**src/rtl/hazard_ctrl_pkg.sv**
```systemverilog
// hazard_ctrl_pkg: shared FSM state encodings for the pipeline hazard controller
package hazard_ctrl_pkg;
  localparam int HAZ_ST_W = 2;
  localparam logic [1:0] HAZ_ST_RUN = 2'd0;
  localparam logic [1:0] HAZ_ST_MEM_WAIT = 2'd1;
  localparam logic [1:0] HAZ_ST_FLUSH = 2'd2;
endpackage

```
**src/rtl/hazard_ctrl_sat_counter.sv**
```systemverilog
// sat_counter: saturating up-counter with synchronous clear
module sat_counter #(
  parameter int WIDTH = 32
) (
  input  logic             clk,
  input  logic             clr,
  input  logic             inc,
  output logic [WIDTH-1:0] count
);
  // count up, holding at all-ones
  always_ff @(posedge clk)
    count <= clr ? '0 : (inc & ~&count) ? count + 1'b1 : count;
endmodule

```
**src/rtl/hazard_ctrl.sv**
```systemverilog
// hazard_ctrl: stall/clear/redirect control for the five-stage pipeline; perf counters built when HAZ_PERF_CNT_EN is defined
module hazard_ctrl
  import hazard_ctrl_pkg::*;
#(
  parameter int FLUSH_CYCLES = 1,
  parameter int MEM_TIMEOUT  = 255,
  parameter int CNT_W        = 32
) (
  input  logic                clk,
  input  logic                clr,
  input  logic                i_id_mem_hazard,
  input  logic                i_ex_branch_taken,
  input  logic                i_me_req,
  input  logic                i_me_ack,
  output logic                o_if_stall,
  output logic                o_id_stall,
  output logic                o_ex_stall,
  output logic                o_me_stall,
  output logic                o_id_clr,
  output logic                o_ex_clr,
  output logic                o_pc_redirect,
  output logic                o_mem_timeout,
  output logic [HAZ_ST_W-1:0] o_state,
  output logic [CNT_W-1:0]    o_cnt_load,
  output logic [CNT_W-1:0]    o_cnt_flush,
  output logic [CNT_W-1:0]    o_cnt_mem
);
  logic [HAZ_ST_W-1:0] state, state_n;
  logic [3:0] flush_cnt, flush_cnt_n;
  logic [15:0] wait_cnt, wait_inc;
  logic busy, resume, br, ld, fl, stall_all;
  assign busy      = i_me_req & ~i_me_ack;
  // a wait that interrupted a flush resumes it once the access completes
  assign resume    = (state == HAZ_ST_MEM_WAIT) & (flush_cnt != 4'd0);
  assign stall_all = ~clr & busy;
  assign br        = ~clr & ~busy & i_ex_branch_taken;
  assign fl        = ~clr & ~busy & ~br & (state == HAZ_ST_FLUSH);
  assign ld        = ~clr & ~busy & ~br & ~fl & ~resume & i_id_mem_hazard;
  assign wait_inc  = (&wait_cnt) ? wait_cnt : wait_cnt + 16'd1;
  assign o_if_stall    = stall_all | ld;
  assign o_id_stall    = stall_all | ld;
  assign o_ex_stall    = stall_all;
  assign o_me_stall    = stall_all;
  assign o_id_clr      = clr | br | fl;
  assign o_ex_clr      = clr | br | ld;
  assign o_pc_redirect = br;
  assign o_state       = state;
  // next state and flush countdown, priority clr > busy > branch > flush/load-use
  always_comb begin
    state_n = clr ? HAZ_ST_RUN :
              busy ? HAZ_ST_MEM_WAIT :
              br ? ((FLUSH_CYCLES > 0) ? HAZ_ST_FLUSH : HAZ_ST_RUN) :
              fl ? ((flush_cnt <= 4'd1) ? HAZ_ST_RUN : HAZ_ST_FLUSH) :
              resume ? HAZ_ST_FLUSH : HAZ_ST_RUN;
    flush_cnt_n = clr ? 4'd0 :
                  busy ? flush_cnt :
                  br ? 4'(FLUSH_CYCLES) :
                  fl ? flush_cnt - 4'd1 : flush_cnt;
  end
  // state, counters and sticky timeout
  always_ff @(posedge clk) begin
    state         <= state_n;
    flush_cnt     <= flush_cnt_n;
    wait_cnt      <= (clr | ~busy) ? 16'd0 : wait_inc;
    o_mem_timeout <= clr ? 1'b0 : o_mem_timeout | (busy & (wait_inc >= 16'(MEM_TIMEOUT)));
  end
`ifdef HAZ_PERF_CNT_EN
  sat_counter #(.WIDTH(CNT_W)) u_cnt_load  (.clk(clk), .clr(clr), .inc(ld),            .count(o_cnt_load));
  sat_counter #(.WIDTH(CNT_W)) u_cnt_flush (.clk(clk), .clr(clr), .inc(br),            .count(o_cnt_flush));
  sat_counter #(.WIDTH(CNT_W)) u_cnt_mem   (.clk(clk), .clr(clr), .inc(stall_all),     .count(o_cnt_mem));
`else
  assign o_cnt_load  = '0;
  assign o_cnt_flush = '0;
  assign o_cnt_mem   = '0;
`endif
endmodule

```
**config.mk**
```make
export PLATFORM = sky130hd
export DESIGN_NAME = hazard_ctrl
export DESIGN_NICKNAME = d
export VERILOG_FILES = /design/src/rtl/hazard_ctrl_pkg.sv /design/src/rtl/hazard_ctrl_sat_counter.sv /design/src/rtl/hazard_ctrl.sv
export SDC_FILE = /design/constraint.sdc
export NUM_CORES = 1
export LEC_CHECK = 0
export ABC_AREA = 0
export BUFFER_PORTS_ARGS = -buffer_cell sky130_fd_sc_hd__buf_4
export CAP_MARGIN = 25
export CORE_MARGIN = 8
export CORE_UTILIZATION = 35
export CTS_BUF_LIST = sky130_fd_sc_hd__clkbuf_4 sky130_fd_sc_hd__clkbuf_8
export CTS_CLUSTER_DIAMETER = 100
export CTS_CLUSTER_SIZE = 40
export DETAILED_ROUTE_END_ITERATION = 6
export GPL_TIMING_DRIVEN = 0
export PLACE_DENSITY = 0.72
export SYNTH_ARGS = -nofsm -noshare
export SYNTH_HDL_FRONTEND = slang
export SYNTH_SLANG_ARGS = --single-unit
```
**constraint.sdc**
```tcl
create_clock -name clk -period 4.5 [get_ports clk]
set_input_delay 0.9 -clock clk [delete_from_list [all_inputs] [get_ports clk]]
set_output_delay 0.9 -clock clk [all_outputs]
set_load 0.005 [all_outputs]
```
# --- Yosys cells after proc, flatten, opt, wreduce, memory -nomap -nowiden ---
# Cells that the tools add are included.
# W data, S select, Z words.
word_totals:
  regBits: 23
  inputBits: 6
  output_inout_bits: 106
  word_cells: 47
op_classes:
  add_sub_neg: 2
  magnitude_cmp: 2
  eq_ne: 2
  mux: 8
  bitwise_logic: 23
  n_reduce_logical: 5
op_table:
  columns: ["operator", "count"]
  rows:
  - ["$add A16 B1 Y16 const B", 1]
  - ["$ge A16 B8 Y1 const B", 1]
  - ["$mux W16", 1]
  - ["$reduce_and A16 Y1", 1]
  - ["$and A1 B1 Y1", 11]
  - ["$mux W2", 4]
  - ["$mux W4", 2]
  - ["$not A1 Y1", 6]
  - ["$or A1 B1 Y1", 6]
  - ["$le A4 B1 Y1 const B", 1]
  - ["$reduce_bool A4 Y1", 1]
  - ["$sub A4 B1 Y4 const B", 1]
  - ["$eq A2 B1 Y1 const B", 1]
  - ["$eq A2 B2 Y1 const B", 1]
  - ["$reduce_and A2 Y1", 1]
  - ["$reduce_bool A2 Y1", 1]
  - ["$reduce_or A2 Y1", 1]
  - ["$mux W1", 1]

# --- Longest topological paths before layout ---
logic_depth:
  depth_word: 13
  ltp_mapped: 7
  depth_no_buf: 7

# --- Worst setup path before layout ---
# No wires, ideal clock.
synth_timing:
  path_kind: "input port to output port"
  startpoint: "input i_me_ack"
  endpoint: "output o_if_stall"
  t_arrival_ns: 1.936
  required_ns: 3.600
  setup_slack_ns: 1.664
  path_stages: 6
  path_buffers: 3
  path_cell_list: "nand2b_1 -> or2_2 -> clkbuf_8 -> clkbuf_1 -> o21ai_0 -> buf_4"
synth_between:
  elab_chain_len: 13
  word_cells_on_any_way: 14
  cone_classes: "bitwise: 14"
synth_lines:
  columns: ["item", "line_no", "source"]
  rows:
  - ["start: declaration", "hazard_ctrl.sv:14", "input logic i_me_ack,"]
  - ["$not A1 Y1 (*)", "hazard_ctrl.sv:32", "assign busy = i_me_req & ~i_me_ack;"]
  - ["$and A1 B1 Y1 (*)", "hazard_ctrl.sv:32", null]
  - ["$not A1 Y1", "hazard_ctrl.sv:36, hazard_ctrl.sv:37, hazard_ctrl.sv:38", null]
  - ["$and A1 B1 Y1", "hazard_ctrl.sv:36, hazard_ctrl.sv:37, hazard_ctrl.sv:38", null]
  - ["$and A1 B1 Y1", "hazard_ctrl.sv:36", "assign br = ~clr & ~busy & i_ex_branch_taken;"]
  - ["$not A1 Y1", "hazard_ctrl.sv:37, hazard_ctrl.sv:38", null]
  - ["$and A1 B1 Y1", "hazard_ctrl.sv:37, hazard_ctrl.sv:38", null]
  - ["$and A1 B1 Y1", "hazard_ctrl.sv:37", "assign fl = ~clr & ~busy & ~br & (state == HAZ_ST_FLUSH);"]
  - ["$not A1 Y1", "hazard_ctrl.sv:38", "assign ld = ~clr & ~busy & ~br & ~fl & ~resume & i_id_mem_hazard;"]
  - ["$and A1 B1 Y1 (3 in a row)", "hazard_ctrl.sv:38", null]
  - ["$or A1 B1 Y1 (*)", null, null]
  - ["end: declaration", "hazard_ctrl.sv:15", "output logic o_if_stall,"]
# Every way passes the cells marked *; elsewhere a longest branch is shown, timed or not.

# --- Final worst setup path ---
layout_timing:
  startpoint: "input i_me_ack"
  endpoint: "output o_if_stall"
layout_between:
  elab_chain_len: 13
  word_cells_on_any_way: 14
  cone_classes: "bitwise: 14"
layout_lines:
  columns: ["item", "line_no", "source"]
  rows:
  - ["$not A1 Y1 (*)", "hazard_ctrl.sv:32", null]
  - ["$and A1 B1 Y1 (*)", "hazard_ctrl.sv:32", null]
  - ["$not A1 Y1", "hazard_ctrl.sv:36, hazard_ctrl.sv:37, hazard_ctrl.sv:38", null]
  - ["$and A1 B1 Y1", "hazard_ctrl.sv:36, hazard_ctrl.sv:37, hazard_ctrl.sv:38", null]
  - ["$and A1 B1 Y1", "hazard_ctrl.sv:36", null]
  - ["$not A1 Y1", "hazard_ctrl.sv:37, hazard_ctrl.sv:38", null]
  - ["$and A1 B1 Y1", "hazard_ctrl.sv:37, hazard_ctrl.sv:38", null]
  - ["$and A1 B1 Y1", "hazard_ctrl.sv:37", null]
  - ["$not A1 Y1", "hazard_ctrl.sv:38", null]
  - ["$and A1 B1 Y1 (3 in a row)", "hazard_ctrl.sv:38", null]
  - ["$or A1 B1 Y1 (*)", "hazard_ctrl.sv:40", "assign o_if_stall = stall_all | ld;"]
# Marked as above.

==> results.md <==
Worst setup path:
- Of all nets on the critical path, the largest fanout is 10.
- The worst setup path is of the input pin to output pin kind.
- The logic depth of the worst register-to-register path is 7.
- The worst flop-to-flop path endpoint is o_mem_timeout.
- STA classifies the critical path startpoint as an input pin.
- STA puts the critical path data required time at 3600 ps.
- In this run the critical register-to-register path is launched from wait_cnt[0].
- Across all register-to-register paths, the minimum setup slack is 2350 ps.
- Data on the critical path arrives at its endpoint at 2280 ps.
- The endpoint type of the worst setup path is an output pin.

Timing:
- Setup repair after global routing left no endpoint under its margin.
- For the finished layout, the period the worst path requires is 3180 ps.
- The final total negative setup slack is 0 ps.
- The number of slew-limit violations in the final report was 0.
- The total count of hold-check failures in the final report is 0.
- The number of setup violations in the final report is 0.
- Of the available clock period, the critical path in the final layout requires 70.7%.
- On the final layout, the worst clock skew is 2.04 ps.
- The maximum frequency from static timing analysis is 314 MHz.

Routing:
- The count of vias placed by the detailed router is 1714.
- The number of design-rule violations left by the first detailed-router iteration is 53.
- The routed design has 4.41 mm of wire.
- The first detailed-routing pass ran for 4 iterations.
- The remaining antenna violation count after routing is 0.
- Using the TritonRoute via totals, the vias-per-cell ratio works out to 3.83.
- After detailed routing, the number of remaining DRC violations is 0.
- The routed wire length per instance is 9.84 microns.

Placement:
- The total placed cells including tap cells is 444.
- The global placer's final weighted congestion is 0.840.
- The number of port buffers is 13.
- The placed instances occupy a cell area of 2640 sq um.
- Summed over all nets, the half-perimeter wirelength after detailed placement is 3.72 mm.

Die:
- During I/O placement, the number of pins put on the boundary was 112.
- Measured along the x axis, the die boundary spans 93.3 microns.
- The die height is 93.3 microns.
- The starting utilization of the core area is 35.8%.
- The die covers 8710 sq um.
- The core region is 5850 sq um.
- The row count is 28.

Synth:
- The share of flip-flops with an asynchronous set or reset is 0%.
- The number of cells produced by synthesis is 261.
- The share of the Yosys chip area taken by registers is 22.0%.
- Yosys attributes the largest share of cell area to buf_4, dfxtp_1, nor2_1, a31oi_1, xnor2_1.
- Summing every instance area after synthesis gives 2090 sq um.
- After synthesis the netlist holds a flip-flop and latch count of 23.
- The total number of yosys warnings is 0.
- The most used flip-flop cell after synthesis is dfxtp_1.
- The largest area contributor in the synthesized netlist is buf_4.
- Synthesis instantiated 48 different standard cells from the library.
- Counting flops with a built-in enable in the synthesized netlist gives 0.
- The share of the synthesized area in the top cell type is 35.5%.
- After synthesis, the mean cell area works out to 8.02 sq um.

Status:
- The run finished with clean final reports.

CTS:
- The root buffer cell is clkbuf_8.
- TritonCTS built the clock tree.
- The count of H-tree levels built during CTS is 1.
- The clock sink total is 23.
- Clock-pin slew was measured on the worst setup and hold paths at 80 ps.
- In this run, CTS created clock tree buffers numbering 3.
- The latest clock arrival within the worst-skew pair is 270 ps.
- In this run, post-CTS hold repair placed 0 buffers.
- The setup fix buffers added after clock tree synthesis is 0.
- The number of cells upsized or downsized after cts is 0.
- The worst-case clock buffer depth is 2.

Global route:
- The number of antenna violations at the first check in global routing is 0.
- The first-pass GRT wire length is 7.13 mm.
- Entering global routing, the biggest net connects 13 pins.
- Global routing consumed, over all layers together, 9.68% of the routing resources.
- The number of global-route vias before repair came to 1619.
- Global routing finished with a remaining overflow of 0.

Finish:
- Registers take 460 sq um.
- The filler cells instantiated in the layout total 608.
- The final standard cell count with taps included and fillers excluded is 448.
- The repair_antennas step left the layout with diodes totalling 0.
- In the final layout, the share of cells above drive strength 1 is 35.4%.
- The number of nets in the layout is 383.
- Compared with the post-synthesis result, the final layout area differs by 28.5%.
- The combined area of the multi-input logic cells is 1170 sq um.
- The cell area after layout is 2690 sq um.

Power:
- The peak ir drop on the vdd network is 134 uV.
- Power spread over the standard cell area amounts to 174 nW/um^2.
- The standby leakage power is 1.46 nW.

Worst hold path:
- The startpoint identified for the worst hold timing path is wait_cnt[1].
- The min-delay analysis places its worst path in the category flip-flop to flip-flop.
- The count of cells along the worst hold path is 2.
- The worst hold path terminates at wait_cnt[1].

Flow run:
- The number of maximum-capacitance constraint violations is 0.
==> stage by stage <==
stage	setup WS, ps	power, mW	hold slack, ps	utilization, %
after detailed placement	1290	0.331	500	45.1
final	1320	0.467	508	46.0
after CTS	1290	0.466	512	46.0
after global routing	1160	0.494	545	46.0
after floorplan	1660	0.316	462	-
after global placement	1300	0.330	489	45.1
==> cell usage after synthesis (2+ instances only) <==
| cell type | n |
|---|---|
| or3_1 | 2 |
| xor2_1 | 3 |
| nor3_4 | 2 |
| xnor2_1 | 7 |
| nor3_1 | 2 |
| a31oi_1 | 10 |
| buf_4 | 99 |
| nand4b_1 | 2 |
| dfxtp_1 | 23 |
| a311oi_1 | 2 |
| a21oi_1 | 11 |
| a21o_1 | 2 |
| a211oi_1 | 2 |
| nand3_1 | 6 |
| inv_1 | 7 |
| nand2b_1 | 4 |
| nor2_1 | 22 |
| nor4_1 | 2 |
| nand4_1 | 2 |
| nand2_1 | 10 |
| and3_1 | 2 |
| nand3b_1 | 2 |
| and3_2 | 2 |
| ha_1 | 3 |
| o32ai_1 | 2 |
| o21ai_0 | 6 |
| clkbuf_1 | 3 |
==> flip-flops by register name, summed over array words and instances (netlist names) <==
signal         cells
wait_cnt          16
flush_cnt          4
o_state            2
o_mem_timeout      1
==> worst max-delay path: stages <==
cell and delay [ps]:
buf_4 100, nand2b_1 140, or2_2 280, clkbuf_8 170, clkbuf_1 250, o21ai_0 200, buf_4 150, buf_4 100
==> worst max-delay path by stage <==
stage / from / endpoint / slack, ps / cells past startpoint
after CTS: i_me_req / o_if_stall / 1290 / 8
after global placement: i_me_req / o_if_stall / 1300 / 8
after detailed placement: i_me_req / o_if_stall / 1290 / 8
final: i_me_ack / o_if_stall / 1320 / 8
after global routing: flush_cnt[0] / o_if_stall / 1160 / 8
after floorplan: i_me_ack / o_if_stall / 1660 / 6
==> cells by family (layout without fill, tap and decap cells) <==
logic type	count (synthesis)	after routing	synth area share, %
compound gates	40	40	12.1
xor+xnor	10	10	4.19
fa+ha+maj	3	3	1.79
buf+inv	113	130	39.0
flops	23	23	22.0
mux	1	1	0.478
other cells	1	96	0.179
simple gates	70	70	20.2
==> layout make-up <==
| cell class | count | area share (%) |
|---|---|---|
| multi-input cells | 220 | 43.6 |
| repair buffers | 13 | 3.63 |
| flip-flops and latches | 23 | 17.1 |
| clock buffers | 4 | 1.81 |
| well taps | 75 | 3.49 |
| plain buffers | 106 | 29.4 |
| inverters | 7 | 0.977 |
==> layer usage <==
metal | track usage, % | share of wire (%) | vias to the layer above
li1 | - | - | 914
met1 | 9.35 | 39 | 727
met2 | 17.5 | 48 | 68
met3 | 4.97 | 12 | 5
met4 | 2.95 | 1.0 | 0
met5 | 0 | 0 | -
==> power breakdown <==
group	leakage (nW)	switching (mW)	internal (mW)	total [mW]
clock	0.0262	0.0657	0.0693	0.135
combinational	1.24	0.0512	0.0716	0.123
sequential	0.186	0.00258	0.206	0.209
total	1.46	0.119	0.347	0.467
==> layout by cell type (no fill, tap or decap), drive strengths merged, types with 3 or more instances in the layout <==
master,count
a21oi,11
a31oi,10
and3,4
buf,114
clkbuf,9
conb,96
dfxtp,23
ha,3
inv,7
nand2,10
nand2b,4
nand3,7
nand4,3
nor2,23
nor3,4
o21ai,6
xnor2,7
xor2,3
Power figures use the tool's default switching activity.
